**config.mk**
```make
export PLATFORM = sky130hd
export DESIGN_NAME = beta_decode
export DESIGN_NICKNAME = d
export VERILOG_FILES = /design/src/rtl/beta_pkg.sv /design/src/rtl/beta_skid_buffer.sv /design/src/rtl/beta_decode.sv
export SDC_FILE = /design/constraint.sdc
export NUM_CORES = 1
export LEC_CHECK = 0
export CAP_MARGIN = 20
export CORE_MARGIN = 4
export CORE_UTILIZATION = 45
export CTS_BUF_LIST = sky130_fd_sc_hd__clkbuf_4 sky130_fd_sc_hd__clkbuf_8
export DETAILED_ROUTE_END_ITERATION = 10
export HOLD_SLACK_MARGIN = 0.08
export PLACE_DENSITY = 0.77
export SLEW_MARGIN = 10
export SYNTH_ARGS = -nofsm -noshare
export SYNTH_HDL_FRONTEND = slang
export SYNTH_SLANG_ARGS = --single-unit
export TNS_END_PERCENT = 100
```
**constraint.sdc**
```tcl
create_clock -name clk -period 1.8 [get_ports clk]
set_clock_uncertainty 0.1 [all_clocks]
set_input_delay 0.36 -clock clk [delete_from_list [all_inputs] [get_ports clk]]
set_output_delay 0.36 -clock clk [all_outputs]
set_load 0.1 [all_outputs]
```
**src/rtl/beta_pkg.sv**
```systemverilog
`default_nettype none
// ============================================================================
// Module   : beta_pkg
// Purpose  : Shared opcode / ALU-function constants, the decoded-instruction
//            bundle type and the combinational Beta decode function.
//            Build option: BETA_MUL_EN makes MUL (0x22) / MULC (0x32) legal.
// Revision : 1.0  initial release
// ============================================================================
package beta_pkg;

    // Whether the multiplier opcodes are part of the implemented ISA
`ifdef BETA_MUL_EN
    localparam logic MUL_EN = 1'b1;
`else
    localparam logic MUL_EN = 1'b0;
`endif

    // Memory / control opcodes
    localparam logic [5:0] OP_LD    = 6'h18;
    localparam logic [5:0] OP_ST    = 6'h19;
    localparam logic [5:0] OP_JMP   = 6'h1B;
    localparam logic [5:0] OP_BEQ   = 6'h1C;
    localparam logic [5:0] OP_BNE   = 6'h1D;
    localparam logic [5:0] OP_LDR   = 6'h1F;
    // Register-register ALU opcodes
    localparam logic [5:0] OP_ADD   = 6'h20;
    localparam logic [5:0] OP_SUB   = 6'h21;
    localparam logic [5:0] OP_MUL   = 6'h22;
    localparam logic [5:0] OP_CMPEQ = 6'h24;
    localparam logic [5:0] OP_CMPLT = 6'h25;
    localparam logic [5:0] OP_CMPLE = 6'h26;
    localparam logic [5:0] OP_AND   = 6'h28;
    localparam logic [5:0] OP_OR    = 6'h29;
    localparam logic [5:0] OP_XOR   = 6'h2A;
    localparam logic [5:0] OP_XNOR  = 6'h2B;
    localparam logic [5:0] OP_SHL   = 6'h2C;
    localparam logic [5:0] OP_SHR   = 6'h2D;
    localparam logic [5:0] OP_SRA   = 6'h2E;
    // Register-literal ALU opcodes
    localparam logic [5:0] OP_ADDC   = 6'h30;
    localparam logic [5:0] OP_SUBC   = 6'h31;
    localparam logic [5:0] OP_MULC   = 6'h32;
    localparam logic [5:0] OP_CMPEQC = 6'h34;
    localparam logic [5:0] OP_CMPLTC = 6'h35;
    localparam logic [5:0] OP_CMPLEC = 6'h36;
    localparam logic [5:0] OP_ANDC   = 6'h38;
    localparam logic [5:0] OP_ORC    = 6'h39;
    localparam logic [5:0] OP_XORC   = 6'h3A;
    localparam logic [5:0] OP_XNORC  = 6'h3B;
    localparam logic [5:0] OP_SHLC   = 6'h3C;
    localparam logic [5:0] OP_SHRC   = 6'h3D;
    localparam logic [5:0] OP_SRAC   = 6'h3E;

    // ALU function codes understood by Beta_ALU
    localparam logic [3:0] ALU_ADD   = 4'b0000;
    localparam logic [3:0] ALU_SUB   = 4'b0001;
    localparam logic [3:0] ALU_MUL   = 4'b0010;
    localparam logic [3:0] ALU_CMPEQ = 4'b0100;
    localparam logic [3:0] ALU_CMPLT = 4'b0101;
    localparam logic [3:0] ALU_CMPLE = 4'b0110;
    localparam logic [3:0] ALU_AND   = 4'b1000;
    localparam logic [3:0] ALU_OR    = 4'b1001;
    localparam logic [3:0] ALU_XOR   = 4'b1010;
    localparam logic [3:0] ALU_XNOR  = 4'b1011;
    localparam logic [3:0] ALU_SHL   = 4'b1100;
    localparam logic [3:0] ALU_SHR   = 4'b1101;
    localparam logic [3:0] ALU_SRA   = 4'b1110;

    // Register the illegal-op trap writes its return address into (XP)
    localparam logic [4:0] REG_XP = 5'd30;

    typedef struct packed {
        logic [3:0]  alufn;
        logic [4:0]  ra;
        logic [4:0]  rb;
        logic [4:0]  rc;
        logic [31:0] lit;
        logic        bsel;
        logic        wen;
        logic        memrd;
        logic        memwr;
        logic        branch;
        logic        jmp;
        logic        ldr;
        logic        illop;
    } beta_dec_t;

    localparam int DEC_W = $bits(beta_dec_t);

    function automatic beta_dec_t beta_decode_fn(input logic [31:0] instr);
        beta_dec_t  d;
        logic [5:0] op;
        logic [3:0] fn;
        logic       is_alu;
        logic       legal;
        op     = instr[31:26];
        fn     = ALU_ADD;
        is_alu = 1'b1;
        legal  = 1'b1;
        d      = '0;
        d.ra   = instr[20:16];
        d.rb   = instr[15:11];
        d.rc   = instr[25:21];
        d.lit  = {{16{instr[15]}}, instr[15:0]};

        // Map both ALU opcode groups onto their function code
        unique case (op)
            OP_ADD,   OP_ADDC:   fn = ALU_ADD;
            OP_SUB,   OP_SUBC:   fn = ALU_SUB;
            OP_MUL,   OP_MULC:   begin fn = ALU_MUL; legal = MUL_EN; end
            OP_CMPEQ, OP_CMPEQC: fn = ALU_CMPEQ;
            OP_CMPLT, OP_CMPLTC: fn = ALU_CMPLT;
            OP_CMPLE, OP_CMPLEC: fn = ALU_CMPLE;
            OP_AND,   OP_ANDC:   fn = ALU_AND;
            OP_OR,    OP_ORC:    fn = ALU_OR;
            OP_XOR,   OP_XORC:   fn = ALU_XOR;
            OP_XNOR,  OP_XNORC:  fn = ALU_XNOR;
            OP_SHL,   OP_SHLC:   fn = ALU_SHL;
            OP_SHR,   OP_SHRC:   fn = ALU_SHR;
            OP_SRA,   OP_SRAC:   fn = ALU_SRA;
            default:             is_alu = 1'b0;
        endcase

        if (is_alu) begin
            // Opcode bit 4 separates the literal group (0x3x) from 0x2x
            d.alufn = fn;
            d.bsel  = op[4];
            d.wen   = 1'b1;
        end else begin
            legal = 1'b1;
            unique case (op)
                OP_LD:  begin d.bsel = 1'b1; d.memrd = 1'b1; d.wen = 1'b1; end
                OP_ST:  begin d.bsel = 1'b1; d.memwr = 1'b1; d.rb = instr[25:21]; end
                OP_JMP: begin d.jmp = 1'b1; d.wen = 1'b1; end
                OP_BEQ,
                OP_BNE: begin d.branch = 1'b1; d.wen = 1'b1; end
                OP_LDR: begin d.ldr = 1'b1; d.memrd = 1'b1; d.wen = 1'b1; end
                default: legal = 1'b0;
            endcase
        end

        // Illegal opcodes trap: only the XP write survives
        if (!legal) begin
            d.alufn  = ALU_ADD;
            d.bsel   = 1'b0;
            d.memrd  = 1'b0;
            d.memwr  = 1'b0;
            d.branch = 1'b0;
            d.jmp    = 1'b0;
            d.ldr    = 1'b0;
            d.illop  = 1'b1;
            d.rc     = REG_XP;
            d.wen    = 1'b1;
        end
        return d;
    endfunction

endpackage
`default_nettype wire

```
**src/rtl/beta_skid_buffer.sv**
```systemverilog
`default_nettype none
// ============================================================================
// Module   : beta_skid_buffer
// Purpose  : Two-entry valid/ready pipeline register (main + skid) giving
//            full throughput with a registered upstream ready.
// Revision : 1.0  initial release
// ============================================================================
module beta_skid_buffer #(
    parameter int WIDTH = 8
) (
    input  logic             clk,
    input  logic             rst_n,
    input  logic             i_flush,
    input  logic             i_valid,
    output logic             o_ready,
    input  logic [WIDTH-1:0] i_data,
    output logic             o_valid,
    input  logic             i_ready,
    output logic [WIDTH-1:0] o_data
);

    logic             r_main_valid;
    logic             r_skid_valid;
    logic [WIDTH-1:0] r_main_data;
    logic [WIDTH-1:0] r_skid_data;
    logic             w_in_hs;
    logic             w_main_free;

    // Skid entry only ever fills while main is held, so !skid is the ready
    assign w_in_hs     = i_valid & ~r_skid_valid;
    assign w_main_free = ~r_main_valid | i_ready;

    assign o_ready = ~r_skid_valid;
    assign o_valid = r_main_valid;
    assign o_data  = r_main_data;

    // Main register refills from skid first (FIFO order), else from input
    always_ff @(posedge clk) begin
        if (!rst_n) begin
            r_main_valid <= 1'b0;
            r_skid_valid <= 1'b0;
            r_main_data  <= '0;
            r_skid_data  <= '0;
        end else if (i_flush) begin
            r_main_valid <= 1'b0;
            r_skid_valid <= 1'b0;
        end else if (w_main_free) begin
            if (r_skid_valid) begin
                r_main_data  <= r_skid_data;
                r_main_valid <= 1'b1;
                r_skid_valid <= 1'b0;
            end else if (w_in_hs) begin
                r_main_data  <= i_data;
                r_main_valid <= 1'b1;
            end else begin
                r_main_valid <= 1'b0;
            end
        end else if (w_in_hs) begin
            r_skid_data  <= i_data;
            r_skid_valid <= 1'b1;
        end
    end

endmodule
`default_nettype wire

```
**src/rtl/beta_decode.sv**
```systemverilog
`default_nettype none
// ============================================================================
// Module   : beta_decode
// Purpose  : Beta CPU instruction-decode pipeline stage. Decodes each word
//            into ALU/control fields and forwards it through a skid buffer.
//            Build option: BETA_MUL_EN enables the MUL/MULC opcodes.
// Revision : 1.0  initial release
// ============================================================================
module beta_decode
    import beta_pkg::*;
#(
    parameter int PC_W = 32
) (
    input  logic            clk,
    input  logic            rst_n,
    input  logic            flush,
    input  logic            in_valid,
    output logic            in_ready,
    input  logic [31:0]     in_instr,
    input  logic [PC_W-1:0] in_pc,
    output logic            out_valid,
    input  logic            out_ready,
    output logic [3:0]      out_alufn,
    output logic [4:0]      out_ra,
    output logic [4:0]      out_rb,
    output logic [4:0]      out_rc,
    output logic [31:0]     out_lit,
    output logic            out_bsel,
    output logic            out_wen,
    output logic            out_memrd,
    output logic            out_memwr,
    output logic            out_branch,
    output logic            out_jmp,
    output logic            out_ldr,
    output logic            out_illop,
    output logic [PC_W-1:0] out_pc
);

    localparam int PAY_W = DEC_W + PC_W;

    beta_dec_t        w_in_dec;
    beta_dec_t        w_out_dec;
    logic [PAY_W-1:0] w_in_payload;
    logic [PAY_W-1:0] w_out_payload;

    // Decode ahead of the register so the stage adds one cycle of latency
    assign w_in_dec     = beta_decode_fn(in_instr);
    assign w_in_payload = {w_in_dec, in_pc};

    beta_skid_buffer #(
        .WIDTH (PAY_W)
    ) u_skid (
        .clk     (clk),
        .rst_n   (rst_n),
        .i_flush (flush),
        .i_valid (in_valid),
        .o_ready (in_ready),
        .i_data  (w_in_payload),
        .o_valid (out_valid),
        .i_ready (out_ready),
        .o_data  (w_out_payload)
    );

    assign w_out_dec  = w_out_payload[PAY_W-1:PC_W];
    assign out_pc     = w_out_payload[PC_W-1:0];
    assign out_alufn  = w_out_dec.alufn;
    assign out_ra     = w_out_dec.ra;
    assign out_rb     = w_out_dec.rb;
    assign out_rc     = w_out_dec.rc;
    assign out_lit    = w_out_dec.lit;
    assign out_bsel   = w_out_dec.bsel;
    assign out_wen    = w_out_dec.wen;
    assign out_memrd  = w_out_dec.memrd;
    assign out_memwr  = w_out_dec.memwr;
    assign out_branch = w_out_dec.branch;
    assign out_jmp    = w_out_dec.jmp;
    assign out_ldr    = w_out_dec.ldr;
    assign out_illop  = w_out_dec.illop;

endmodule
`default_nettype wire

```
**Yosys cells after proc, flatten, opt, wreduce, memory -nomap -nowiden**

Index checks and enable logic that the tools add are counted.

- Bits of input ports: 69
- Register bits after elaboration: 184
- Word-level logic and storage cells: 90

- Multiplexer cells: 24
- Reduce and logical (&&, ||, !) cells: 23
- Bitwise operators: 7
- Equality and inequality tests: 32

Operator list:

| cell | number |
|---|---|
| $mux W91 | 2 |
| $eq A6 B6 Y1 const B | 26 |
| $pmux W4 S12 | 1 |
| $eq A6 B5 Y1 const B | 6 |
| $reduce_or A2 Y1 | 16 |
| $reduce_or A26 Y1 | 1 |
| $mux W5 | 4 |
| $mux W1 | 13 |
| $mux W4 | 2 |
| $mux W8 | 1 |
| $reduce_and A3 Y1 | 2 |
| $reduce_or A6 Y1 | 1 |
| $not A1 Y1 | 5 |
| $reduce_or A5 Y1 | 1 |
| $reduce_or A3 Y1 | 1 |
| $mux W2 | 1 |
| $reduce_bool A2 Y1 | 1 |
| $and A1 B1 Y1 | 1 |
| $or A1 B1 Y1 | 1 |

**Depth between registers and ports, before layout**

Gate-level depths: netlist (run 1).

- Depth after elaboration: 7
- Gate-level depth with buffers: 7

**Cells and area by module**

Synthesis (run 1) repeated with hierarchy kept, for this count alone.

- Cells, all modules: 939
- Area total of the unflattened synthesis: 8552.0 sq um

Modules (own cells, without submodules):

| module | times used | cells an instance | area each (sq um) |
|---|---|---|---|
| beta_skid_buffer | 1 | 900 | 8269.2 |
| beta_decode | 1 | 39 | 282.8 |

**Least setup slack after synthesis (run 1)**

OpenSTA, ideal clock, no wires.

- Path type: register to register
- From: register u_skid.r_main_valid, in the netlist u_skid.o_valid
- To: register u_skid.r_skid_data[11]
- Path buffers: 3
- Required time: 1630 ps
- Slack: -508 ps
- Cell stages (with the launch flop): 8
- Clock period less this slack: 2308 ps
- Arrival: 2138 ps
- Library setup time: 70 ps
- Cells stage by stage: dfxtp_1 -> nor2b_1 -> and3_1 -> clkbuf_1 -> clkbuf_1 -> buf_2 -> nand2_1 -> a21oi_1

- Word-level cells in the longest chain between the ends: 4

RTL lines:

| what | line | source |
|---|---|---|
| from (decl) | beta_skid_buffer.sv:22 | `logic r_main_valid;` |
| from (signal assigned) | beta_skid_buffer.sv:40 | `r_main_valid <= 1'b0;` |
| from (signal assigned) | beta_skid_buffer.sv:45 | `r_main_valid <= 1'b0;` |
| from (signal assigned) | beta_skid_buffer.sv:50 | `r_main_valid <= 1'b1;` |
| $not A1 Y1 | beta_skid_buffer.sv:31 | `assign w_main_free = ~r_main_valid \| i_ready;` |
| $or A1 B1 Y1 | beta_skid_buffer.sv:31 |  |
| $not A1 Y1 (no source line) | -- |  |
| $reduce_and A3 Y1 (no source line) | -- |  |
| to (signal assigned) | beta_skid_buffer.sv:59 | `r_skid_data <= i_data;` |
| to (decl) | beta_skid_buffer.sv:25 | `logic [WIDTH-1:0] r_skid_data;` |

No other way between the ends.
A chain may end at the register's enable or synchronous reset.

**Final worst setup path (run 1)**

- From: input port in_instr[28]
- To: register u_skid.r_main_data[77], in the netlist u_skid.o_data[77]

- Word-level cells in the longest chain between the ends: 6

RTL lines:

| what | line | source |
|---|---|---|
| from (decl) | beta_decode.sv:19 | `input logic [31:0] in_instr,` |
| $eq A6 B6 Y1 | beta_pkg.sv:107 | `unique case (op)` |
| $reduce_or A26 Y1 (no source line) | -- |  |
| $mux W1 | beta_pkg.sv:107 |  |
| $mux W5 (*) | beta_pkg.sv:124 | `if (is_alu) begin` |
| $mux W91 (*) | beta_skid_buffer.sv:52 | `end else if (w_in_hs) begin` |
| $mux W91 (*) | beta_skid_buffer.sv:48 | `if (r_skid_valid) begin` |
| to (signal assigned) | beta_skid_buffer.sv:49 | `r_main_data <= r_skid_data;` |
| to (signal assigned) | beta_skid_buffer.sv:53 | `r_main_data <= i_data;` |
| to (decl) | beta_skid_buffer.sv:24 | `logic [WIDTH-1:0] r_main_data;` |

Mark *: on every way between the ends. The rest lies on a longest branch, timed or not. The select of a mux whose other input is x is not followed.

==> results.txt, run 1 <==
----------------------------------------------------
[Yosys]
  Number of warnings reported in the yosys synthesis log ... 0
  Top cells by count, synth ... 152 x sky130_fd_sc_hd__dfxtp_1, 141 x sky130_fd_sc_hd__nand2_1, 85 x sky130_fd_sc_hd__a21oi_1
  Number of cells produced by synthesis ... 741
  Library cell occupying the most area in the post-synthesis netlist ... sky130_fd_sc_hd__dfxtp_1
  Async set-reset flop share out of synthesis ... 0%
  Count of flip-flops with a built-in enable after synthesis ... 0
  Synth unique cells ... 40
  Main flop type after synthesis ... sky130_fd_sc_hd__dfxtp_1
  Yosys top cell area share ... 47.8%
  Dominant cells by area after synthesis ... sky130_fd_sc_hd__dfxtp_1 48%, sky130_fd_sc_hd__mux2i_1 10%, sky130_fd_sc_hd__nand2_1 8.3%
  Most repeated cell in the gate-level netlist after synthesis ... sky130_fd_sc_hd__dfxtp_1
  Post-synthesis sequential area ratio ... between 40 and 50%
  Syn nets ... 810
  Total of flip-flops plus latches after synthesis ... 152
  Post-Synthesis Cell Area ... 0.00637 mm^2
  Synthesized area per cell ... about 8.6 um^2

[Final layout]
  Count of placed standard cells in the final layout, fillers left out ... 1083
  Area growth from synthesis to layout ... 52.9%
  Final core area utilization ... roughly 70%
  Share of post-route cells with drive strength above 1 ... between 20% and 30%
  Total Nets Final ... 960

[Routing]
  Number of DRC violations after detailed-routing iteration 0 ... ~390
  Vias ... 5740
  Detail Route Antenna Nets ... 0
  Drt via density ... ~5.3
  Drc violations ... 0
  TritonRoute pass-1 iters ... 4
  Wire length reported by the detailed router ... 17300 um
  Wirelength per Cell ... approximately 16 um

[Floorplan]
  Area of the placeable core ... between 0.01 and 0.015 mm^2
  Area of the die ... 0.0161 mm^2
  Overall die height ... 127 um
  Initial Utilization ... 45.9%
  Number of placement rows ... 43
  Count of pins on the block boundary ... ~160
  Die width ... approximately 130 um

[Clocking]
  Number of CTS-inserted buffers ... 17
  Count of H-tree levels built during CTS ... 4
  Hold Buf Count CTS ... 0
  CTS tree ... done
  Clock transition time at the flip-flop clock pins of the worst setup and hold paths ... 0.07 ns
  Clk_lat worst skew ... between 0.4 and 0.5 ns
  Clock Root Buffer ... sky130_fd_sc_hd__clkbuf_8
  Maximum clock insertion buffer count ... 2
  TritonCTS sink count ... 152

[Min path]
  Worst Hold Depth ... 2
  Destination of the worst hold path ... u_skid.r_skid_data[3]
  Launch instance of the worst min-delay path ... u_skid.r_skid_data[3]
  Path class of the lowest-slack min-delay path ... flop to flop

[STA]
  Final hold violation count ... 0
  Relative slew slack ... 70.7%
  Worst hold-check slack ... 0.356 ns
  Final WS setup ... 0.0836 ns
  Transition time at the pin with the least slew margin ... 0.440 ns
  Final count of pins violating max slew ... 0
  Post-route fraction of the period consumed by the critical path ... 95.4%
  FMAX ... 583 MHz
  Min Tclk post-route ... between 1.5 and 2 ns
  RSZ-0062 raised after global routing ... false
  Finish-stage setup viols ... 0

[Worst setup path]
  Number of cells traversed by the worst register-to-register path ... 5
  Required time worst endpoint ... 2.03 ns
  Worst endpoint data arrival time ... 1.94 ns
  Launch point of the worst reg-to-reg path ... u_skid.o_valid
  Critical R2R Capture ... u_skid.o_data[73]
  Element type at the critical path start ... input pin
  Worst-path fanout max ... 7
  Kind of critical path ... input pin to flop
  Cell with the biggest individual delay on the critical path ... sky130_fd_sc_hd__or3b_4
  Setup slack on the worst flop-to-flop path ... 0.14 ns
  Critical Path End Type ... flop
  Cell breakdown of the critical path ... clkdlybuf4s50_1 -> nand4bb_1 -> or3b_4 -> buf_4 -> a21oi_1 -> o22ai_1
  CP max stage delay ... 0.49 ns

[Global routing]
  Final global-route overflow total ... 0
  Overall Global Routing Usage ... 21.3%
  Maximum number of pins on one net before global-route repair ... 40
  Initial antenna violation count ... 1
  Number of global-route vias before repair ... 5572
  Wire length of the first global-routing pass ... 27800 um

[Power and ir drop]
  PwrDens ... 885 mW/mm^2
  Overall power after layout ... between 8 and 9 mW
  Leakage power figure ... approximately 3.6 nW
  IR Drop Worst-Case VDD ... roughly 0.45 mV

[Flow run]
  Count of max-cap constraint violations ... 0

[Place]
  Number of placed instances with taps included ... 1051
  Routability cong. ... a little under 0.9
  Buffers on Ports ... 161
  Post-DP HPWL ... 12100 um
  Placement Setup Slack ... -0.465 ns

[Run status]
  Result of the run ... complete, no violations

----------------------------------------------------
## worst max-delay path by stage
stage | from | end | slack (ns) | cells past startpoint
after detailed placement | in_instr[28] | u_skid.o_data[77] | -0.46 | 6
after global placement | in_instr[28] | u_skid.o_data[78] | -0.42 | 6
final | in_instr[28] | u_skid.o_data[77] | 0.08 | 6
after CTS | in_instr[28] | u_skid.o_data[77] | 0.005 | 6
after floorplan | u_skid.o_valid | u_skid.r_skid_data[89] | 0.04 | 5
after global routing | u_skid.o_valid | u_skid.o_data[28] | 0.01 | 6
## worst max-delay path: cells and delay by family
kind | cells | cell delay [ns]
AND/OR/NAND/NOR | 2 | 0.71
AO/OA/AOI/OAI | 2 | 0.27
buffers and inverters | 2 | 0.61
## state kept, by name (all words and copies together) (netlist names)
signal	count
u_skid.o_data	75
u_skid.o_valid	1
u_skid.r_skid_data	75
u_skid.r_skid_valid	1
## stage by stage
step           instance area, um^2  TNS (ns)
6_report                      9740         0
5_1_grt                       9740         0
4_1_cts                       9730         0
3_5_place_dp                  9320    -29.61
3_3_place_gp                  9320    -22.87
2_1_floorplan                 6380         0
## kinds of logic (layout without fill, tap and decap cells)
family                 Yosys count  in the layout  share of synthesized area (%)
other                            0              1                              0
AND/OR/NAND/NOR                240            240                           15.9
flip-flops                     152            152                           47.8
multiplexers                    65             65                           10.2
buffers and inverters           85            246                           6.42
AO/OA/AOI/OAI                  199            199                           19.7
## where the power goes
part | internal (mW) | switching, mW
logic | 0.873 | 1.45
registers | 3.49 | 0.136
clock network | 1.45 | 1.22
## per-layer routing
layer,GRT usage [%],wire [um]
met5,0,0
met4,9.34,429
met3,3.89,813
met2,35.8,8590
met1,26.9,7470
## layout by cell type, fill, tap and decap left out, types with 5 or more instances in the layout
cell type and n:
sky130_fd_sc_hd__nor2_1 55, sky130_fd_sc_hd__buf_12 107, sky130_fd_sc_hd__nor2b_1 10, sky130_fd_sc_hd__nand2_1 141, sky130_fd_sc_hd__o211ai_1 9, sky130_fd_sc_hd__nand3_1 5
sky130_fd_sc_hd__clkbuf_8 19, sky130_fd_sc_hd__o21ai_0 16, sky130_fd_sc_hd__o22ai_1 7, sky130_fd_sc_hd__nand2b_1 6, sky130_fd_sc_hd__mux2i_1 65, sky130_fd_sc_hd__clkdlybuf4s50_1 68
sky130_fd_sc_hd__a211oi_1 53, sky130_fd_sc_hd__buf_4 38, sky130_fd_sc_hd__a21oi_1 85, sky130_fd_sc_hd__dfxtp_1 149, sky130_fd_sc_hd__o31ai_1 5
## area by class of cell
class | count | area, um^2
inverters | 3 | 17.5
multi-input cells | 504 | 2930
fillers | 1037 | 4140
flip-flops and latches | 152 | 3050
clock inverters | 9 | 124
repair buffers | 213 | 3110
well taps | 180 | 225
clock buffers | 21 | 277
diodes | 1 | 2.50
## timing repair
action / 4_1_cts / 5_1_grt
buffers inserted: 1 / 0
pin swaps: 0 / 0
endpoints found under the setup margin: 1 / 10
gates resized for setup: 1 / 1
(Power assumes the default switching activity.)
==> inputs of run 2 (changes only) <==
--- a/config.mk
+++ b/config.mk
@@ -6,6 +6,7 @@
 export NUM_CORES = 1
 export LEC_CHECK = 0
 export CAP_MARGIN = 20
+export CORE_ASPECT_RATIO = 0.5
 export CORE_MARGIN = 4
 export CORE_UTILIZATION = 45
 export CTS_BUF_LIST = sky130_fd_sc_hd__clkbuf_4 sky130_fd_sc_hd__clkbuf_8
==> results.txt, run 2 (synthesized netlist as in run 1, its figures left out) <==
----------------------------------------------------
[Power and ir drop]
  PwrDens ... between 800 and 900 mW/mm^2
  IR Drop Worst-Case VDD ... 0.352 mV
  Leakage power figure ... 3.49 nW
  Overall power after layout ... 8.31 mW

[Routing]
  Detail Route Antenna Nets ... 0
  Drc violations ... 0
  Drt via density ... roughly 5.3
  Wire length reported by the detailed router ... 17500 um
  Wirelength per Cell ... 16.0 um
  TritonRoute pass-1 iters ... 5
  Vias ... 5840
  Number of DRC violations after detailed-routing iteration 0 ... 332

[Global routing]
  Number of global-route vias before repair ... around 5500
  Final global-route overflow total ... 0
  Initial antenna violation count ... 0
  Wire length of the first global-routing pass ... approximately 28000 um
  Maximum number of pins on one net before global-route repair ... 46
  Overall Global Routing Usage ... 21.1%

[Worst setup path]
  Element type at the critical path start ... flop
  Worst-path fanout max ... 36
  Critical Path End Type ... flop
  Worst endpoint data arrival time ... 1.96 ns
  Kind of critical path ... flop to flop
  Required time worst endpoint ... 2.04 ns

[Final layout]
  Count of placed standard cells in the final layout, fillers left out ... 1094
  Count of fill cells added during filler insertion ... 1010
  Layout Cell Area excl Fill ... 0.00965 mm^2
  Most frequent cells in the layout ... 149 x sky130_fd_sc_hd__dfxtp_1, 141 x sky130_fd_sc_hd__nand2_1, 99 x sky130_fd_sc_hd__buf_12
  Number of diodes added for antenna fixing ... 0
  Area growth from synthesis to layout ... 51.5%
  Total Nets Final ... 958
  Leading cell type in the layout, fill and taps excluded ... sky130_fd_sc_hd__dfxtp_1
  Share of post-route cells with drive strength above 1 ... a little over a fifth
  Final core area utilization ... a little over two thirds

[Place]
  Routability cong. ... 0.818
  Post-DP HPWL ... 12400 um
  Placement Setup Slack ... -0.329 ns
  DP Area ... 0.00924 mm^2
  Number of placed instances with taps included ... 1061
  Buffers on Ports ... approximately 160

[STA]
  Relative slew slack ... 58.9%
  Final hold violation count ... 0
  Setup TNS Final ... 0 ns
  FMAX ... 582 MHz
  Final WS setup ... 0.0826 ns
  Min Tclk post-route ... ~1.7 ns
  Final count of pins violating max slew ... 0
  Finish-stage setup viols ... 0
  Post-route fraction of the period consumed by the critical path ... 95.4%
  Worst hold-check slack ... 0.355 ns
  RSZ-0062 raised after global routing ... true
  Transition time at the pin with the least slew margin ... 0.617 ns

[Clocking]
  Clk_lat worst skew ... between 0.4 and 0.5 ns
  Clock Root Buffer ... sky130_fd_sc_hd__clkbuf_8
  Count of H-tree levels built during CTS ... 4
  CTS tree ... done
  Clock transition time at the flip-flop clock pins of the worst setup and hold paths ... 0.08 ns
  Number of CTS-inserted buffers ... 17
  Maximum clock insertion buffer count ... 2
  Hold Buf Count CTS ... 0
  TritonCTS sink count ... roughly 150

[Flow run]
  Count of max-cap constraint violations ... 0

[Floorplan]
  Count of pins on the block boundary ... 162
  Number of placement rows ... 30
  Overall die height ... 92.1 um
  Area of the placeable core ... 0.0137 mm^2
  Die width ... roughly 180 um
  Area of the die ... 0.0162 mm^2
  Initial Utilization ... 46.5%

[Min path]
  Path class of the lowest-slack min-delay path ... flop to flop

[Run status]
  Result of the run ... complete, no violations

----------------------------------------------------
==> run 2: final cells by class <==
class	count	area, um^2	area share, %
repair buffers	211	3040	31.5
flip-flops and latches	152	3050	31.6
clock buffers	17	234	2.42
inverters	3	16.3	0.169
clock inverters	15	119	1.23
multi-input cells	504	2950	30.6
well taps	192	240	2.49
==> run 2: path summary, 6_finish.rpt <==
kind / start / to / slack [ns] / cells after the start
worst min register to register: u_skid.r_skid_data[31] / u_skid.r_skid_data[31] / 0.36 / 2
worst max register to register: u_skid.o_valid / u_skid.o_data[49] / 0.08 / 6
worst max-delay path: u_skid.o_valid / u_skid.o_data[49] / 0.08 / 6
worst min-delay path: u_skid.r_skid_data[31] / u_skid.r_skid_data[31] / 0.36 / 2
==> run 2: repair_timing <==
item | in CTS | in global routing
pin swaps | 0 | 1
cloned | 0 | 0
buffers inserted | 1 | 0
gates resized for setup | 1 | 8
endpoints found under the setup margin | 1 | 3
==> run 2: critical path, cell delays in order, from the launching register on <==
cell and delay (ns):
sky130_fd_sc_hd__dfxtp_4 0.36, sky130_fd_sc_hd__nor2b_1 0.17, sky130_fd_sc_hd__nor3_2 0.25, sky130_fd_sc_hd__buf_12 0.20
sky130_fd_sc_hd__buf_16 0.19, sky130_fd_sc_hd__nor2_1 0.09, sky130_fd_sc_hd__a211oi_2 0.25
==> run 2: power by group <==
part	total, mW	switching [mW]	internal [mW]
combinational	2.33	1.45	0.872
clock	2.36	1.38	0.979
sequential	3.62	0.134	3.49
total	8.31	2.97	5.34
==> run 2: routing by layer <==
metal  track usage, %  up-vias  wire (um)
met1             26.5     2775       7590
met3             3.75       31        762
met4             7.46        0        331
li1                 -     2874          -
met5                0        -          0
met2             36.7      160       8810
==> inputs of run 3 (changes only) <==
--- a/config.mk
+++ b/config.mk
@@ -11,8 +11,8 @@
 export CORE_UTILIZATION = 45
 export CTS_BUF_LIST = sky130_fd_sc_hd__clkbuf_4 sky130_fd_sc_hd__clkbuf_8
 export DETAILED_ROUTE_END_ITERATION = 10
+export DONT_BUFFER_PORTS = 1
 export HOLD_SLACK_MARGIN = 0.08
-export PLACE_DENSITY = 0.77
 export SLEW_MARGIN = 10
 export SYNTH_ARGS = -nofsm -noshare
 export SYNTH_HDL_FRONTEND = slang
==> results.txt, run 3 (synthesized netlist as in run 1, its figures left out) <==
----------------------------------------------------
[Run status]
  Result of the run ... complete, but fails checks
  Violated checks ... negative setup slack

[Routing]
  Vias ... 5602
  Wire length reported by the detailed router ... 17600 um
  TritonRoute pass-1 iters ... 4
  Number of DRC violations after detailed-routing iteration 0 ... 340
  Detail Route Antenna Nets ... 0
  Drt via density ... 5.26
  Wirelength per Cell ... between 15 and 20 um
  Drc violations ... 0

[Clocking]
  Number of CTS-inserted buffers ... 17
  CTS tree ... done
  TritonCTS sink count ... 152
  Clock transition time at the flip-flop clock pins of the worst setup and hold paths ... 0.08 ns
  Maximum clock insertion buffer count ... 2
  Count of H-tree levels built during CTS ... 4
  Clk_lat worst skew ... 0.43 ns
  Clock Root Buffer ... sky130_fd_sc_hd__clkbuf_8

[Place]
  Routability cong. ... 0.744
  DP Area ... 0.00728 mm^2
  Post-DP HPWL ... 10600 um
  Number of placed instances with taps included ... 961
  Buffers on Ports ... 0

[Global routing]
  Wire length of the first global-routing pass ... roughly 28000 um
  Number of global-route vias before repair ... approximately 5400
  Maximum number of pins on one net before global-route repair ... 76
  Final global-route overflow total ... 0
  Initial antenna violation count ... 1
  Overall Global Routing Usage ... roughly a fifth

[STA]
  Final WS setup ... -0.326 ns
  Final count of pins violating max slew ... 0
  FMAX ... 470 MHz
  Final hold violation count ... 0
  Transition time at the pin with the least slew margin ... ~0.35 ns
  RSZ-0062 raised after global routing ... true
  Post-route fraction of the period consumed by the critical path ... 118%
  Finish-stage setup viols ... 14
  Relative slew slack ... 76.8%
  Min Tclk post-route ... 2.13 ns

[Worst setup path]
  Element type at the critical path start ... flop
  Required time worst endpoint ... 1.34 ns
  Worst-path fanout max ... 7
  Worst endpoint data arrival time ... ~1.7 ns
  Kind of critical path ... flop to output port
  Critical Path End Type ... output port

[Final layout]
  Count of placed standard cells in the final layout, fillers left out ... 1066
  Area growth from synthesis to layout ... 33.3%
  Number of diodes added for antenna fixing ... 0
  Most frequent cells in the layout ... 149 x sky130_fd_sc_hd__dfxtp_1, 141 x sky130_fd_sc_hd__nand2_1, 94 x sky130_fd_sc_hd__buf_4
  Share of post-route cells with drive strength above 1 ... 18.4%
  Total Nets Final ... 930
  Final core area utilization ... 62.0%
  Layout Cell Area excl Fill ... 0.00849 mm^2
  Count of fill cells added during filler insertion ... about 1200
  Leading cell type in the layout, fill and taps excluded ... sky130_fd_sc_hd__dfxtp_1

[Power and ir drop]
  IR Drop Worst-Case VDD ... 0.514 mV
  Switching part of the total power ... about 36%
  Cell-internal power ... roughly 5.2 mW
  Sequential share of power ... between 40% and 50%
  Combinational Power Share ... 24.1%
  NetSw ... 2.89 mW
  Part of the total power dissipated in the clock network ... roughly a third
  PwrDens ... 948 mW/mm^2
  Leakage power figure ... 3.16 nW

[Floorplan]
  Count of pins on the block boundary ... 162
  Overall die height ... 92.1 um
  Number of placement rows ... 30
  Initial Utilization ... 46.5%
  Area of the placeable core ... 0.0137 mm^2
  Die width ... about 180 um
  Area of the die ... 0.0162 mm^2

[Flow run]
  Count of max-cap constraint violations ... 0

[Min path]
  Path class of the lowest-slack min-delay path ... input pin to flop

----------------------------------------------------
==> run 3: changes by cell type in the layout (fill, tap and decap cells not counted), moves of 5 or more <==
cell / change
sky130_fd_sc_hd__dlygate4sd3_1: +67
sky130_fd_sc_hd__buf_4: +53
sky130_fd_sc_hd__a211oi_1: +5
sky130_fd_sc_hd__a211oi_2: -5
sky130_fd_sc_hd__buf_12: -85
sky130_fd_sc_hd__clkdlybuf4s50_1: -68
==> run 3: power groups by stage <==
stage	registers [mW]	clock network [mW]	logic, mW
6_report	3.54	2.56	1.94
3_3_place_gp	3.61	0	1.72
2_1_floorplan	4.47	0	0.571
3_5_place_dp	3.62	0	1.74
5_1_grt	3.56	2.79	2.02
4_1_cts	3.54	2.65	1.92
==> run 3: per-layer routing <==
metal  share of wire, %  track usage, %  vias up
met1                 44            27.0     2634
met5              0.068               0        -
met2                 48            34.4      128
met4               0.90            6.10        2
met3                6.9            5.56       17
li1                   -               -     2821
==> run 3: final timing paths <==
kind                            cells after the start                endpoint                    from  slack (ns)
worst min register to register                      2  u_skid.r_skid_data[42]  u_skid.r_skid_data[42]        0.35
worst max register to register                      6        u_skid.o_data[2]          u_skid.o_valid        0.09
worst min-delay path                                2       u_skid.o_data[40]             in_instr[0]        0.11
worst max-delay path                                3             out_lit[15]       u_skid.o_data[71]       -0.33
==> run 3: worst max-delay path, cell delays in order (launching register included) <==
cell and delay (ns):
sky130_fd_sc_hd__dfxtp_4 0.37, sky130_fd_sc_hd__buf_16 0.32, sky130_fd_sc_hd__buf_16 0.32, sky130_fd_sc_hd__buf_12 0.22
==> run 3: through the flow <==
| step | TNS [ns] | setup slack [ns] | hold slack [ns] | power (mW) |
|---|---|---|---|---|
| 5_1_grt | -4.57 | -0.378 | 0.0872 | 8.37 |
| 4_1_cts | -4.41 | -0.370 | 0.0806 | 8.11 |
| 2_1_floorplan | 0 | 0.0419 | 0.332 | 5.04 |
| 3_5_place_dp | 0 | 0.0128 | 0.346 | 5.35 |
| 3_3_place_gp | 0 | 0.0834 | 0.340 | 5.34 |
| 6_report | -3.81 | -0.326 | 0.112 | 8.05 |
==> run 3: layout make-up <==
type	instances	area (um^2)	area share (%)
tap	192	240	2.83
multi-input combinational	504	2940	34.7
sequential	152	3050	36.0
inverter	3	16.3	0.192
timing repair buffer	183	1850	21.8
clock inverter	14	140	1.65
clock buffer	18	248	2.92
==> run 3: what timing repair did <==
action                                  CTS  global route
endpoints found under the hold margin   143             0
setup buffers                             3             0
resized for setup                         3             7
endpoints found under the setup margin   16            53
pin swaps                                 1             1
hold buffers                             68             0
gates cloned                              1             1
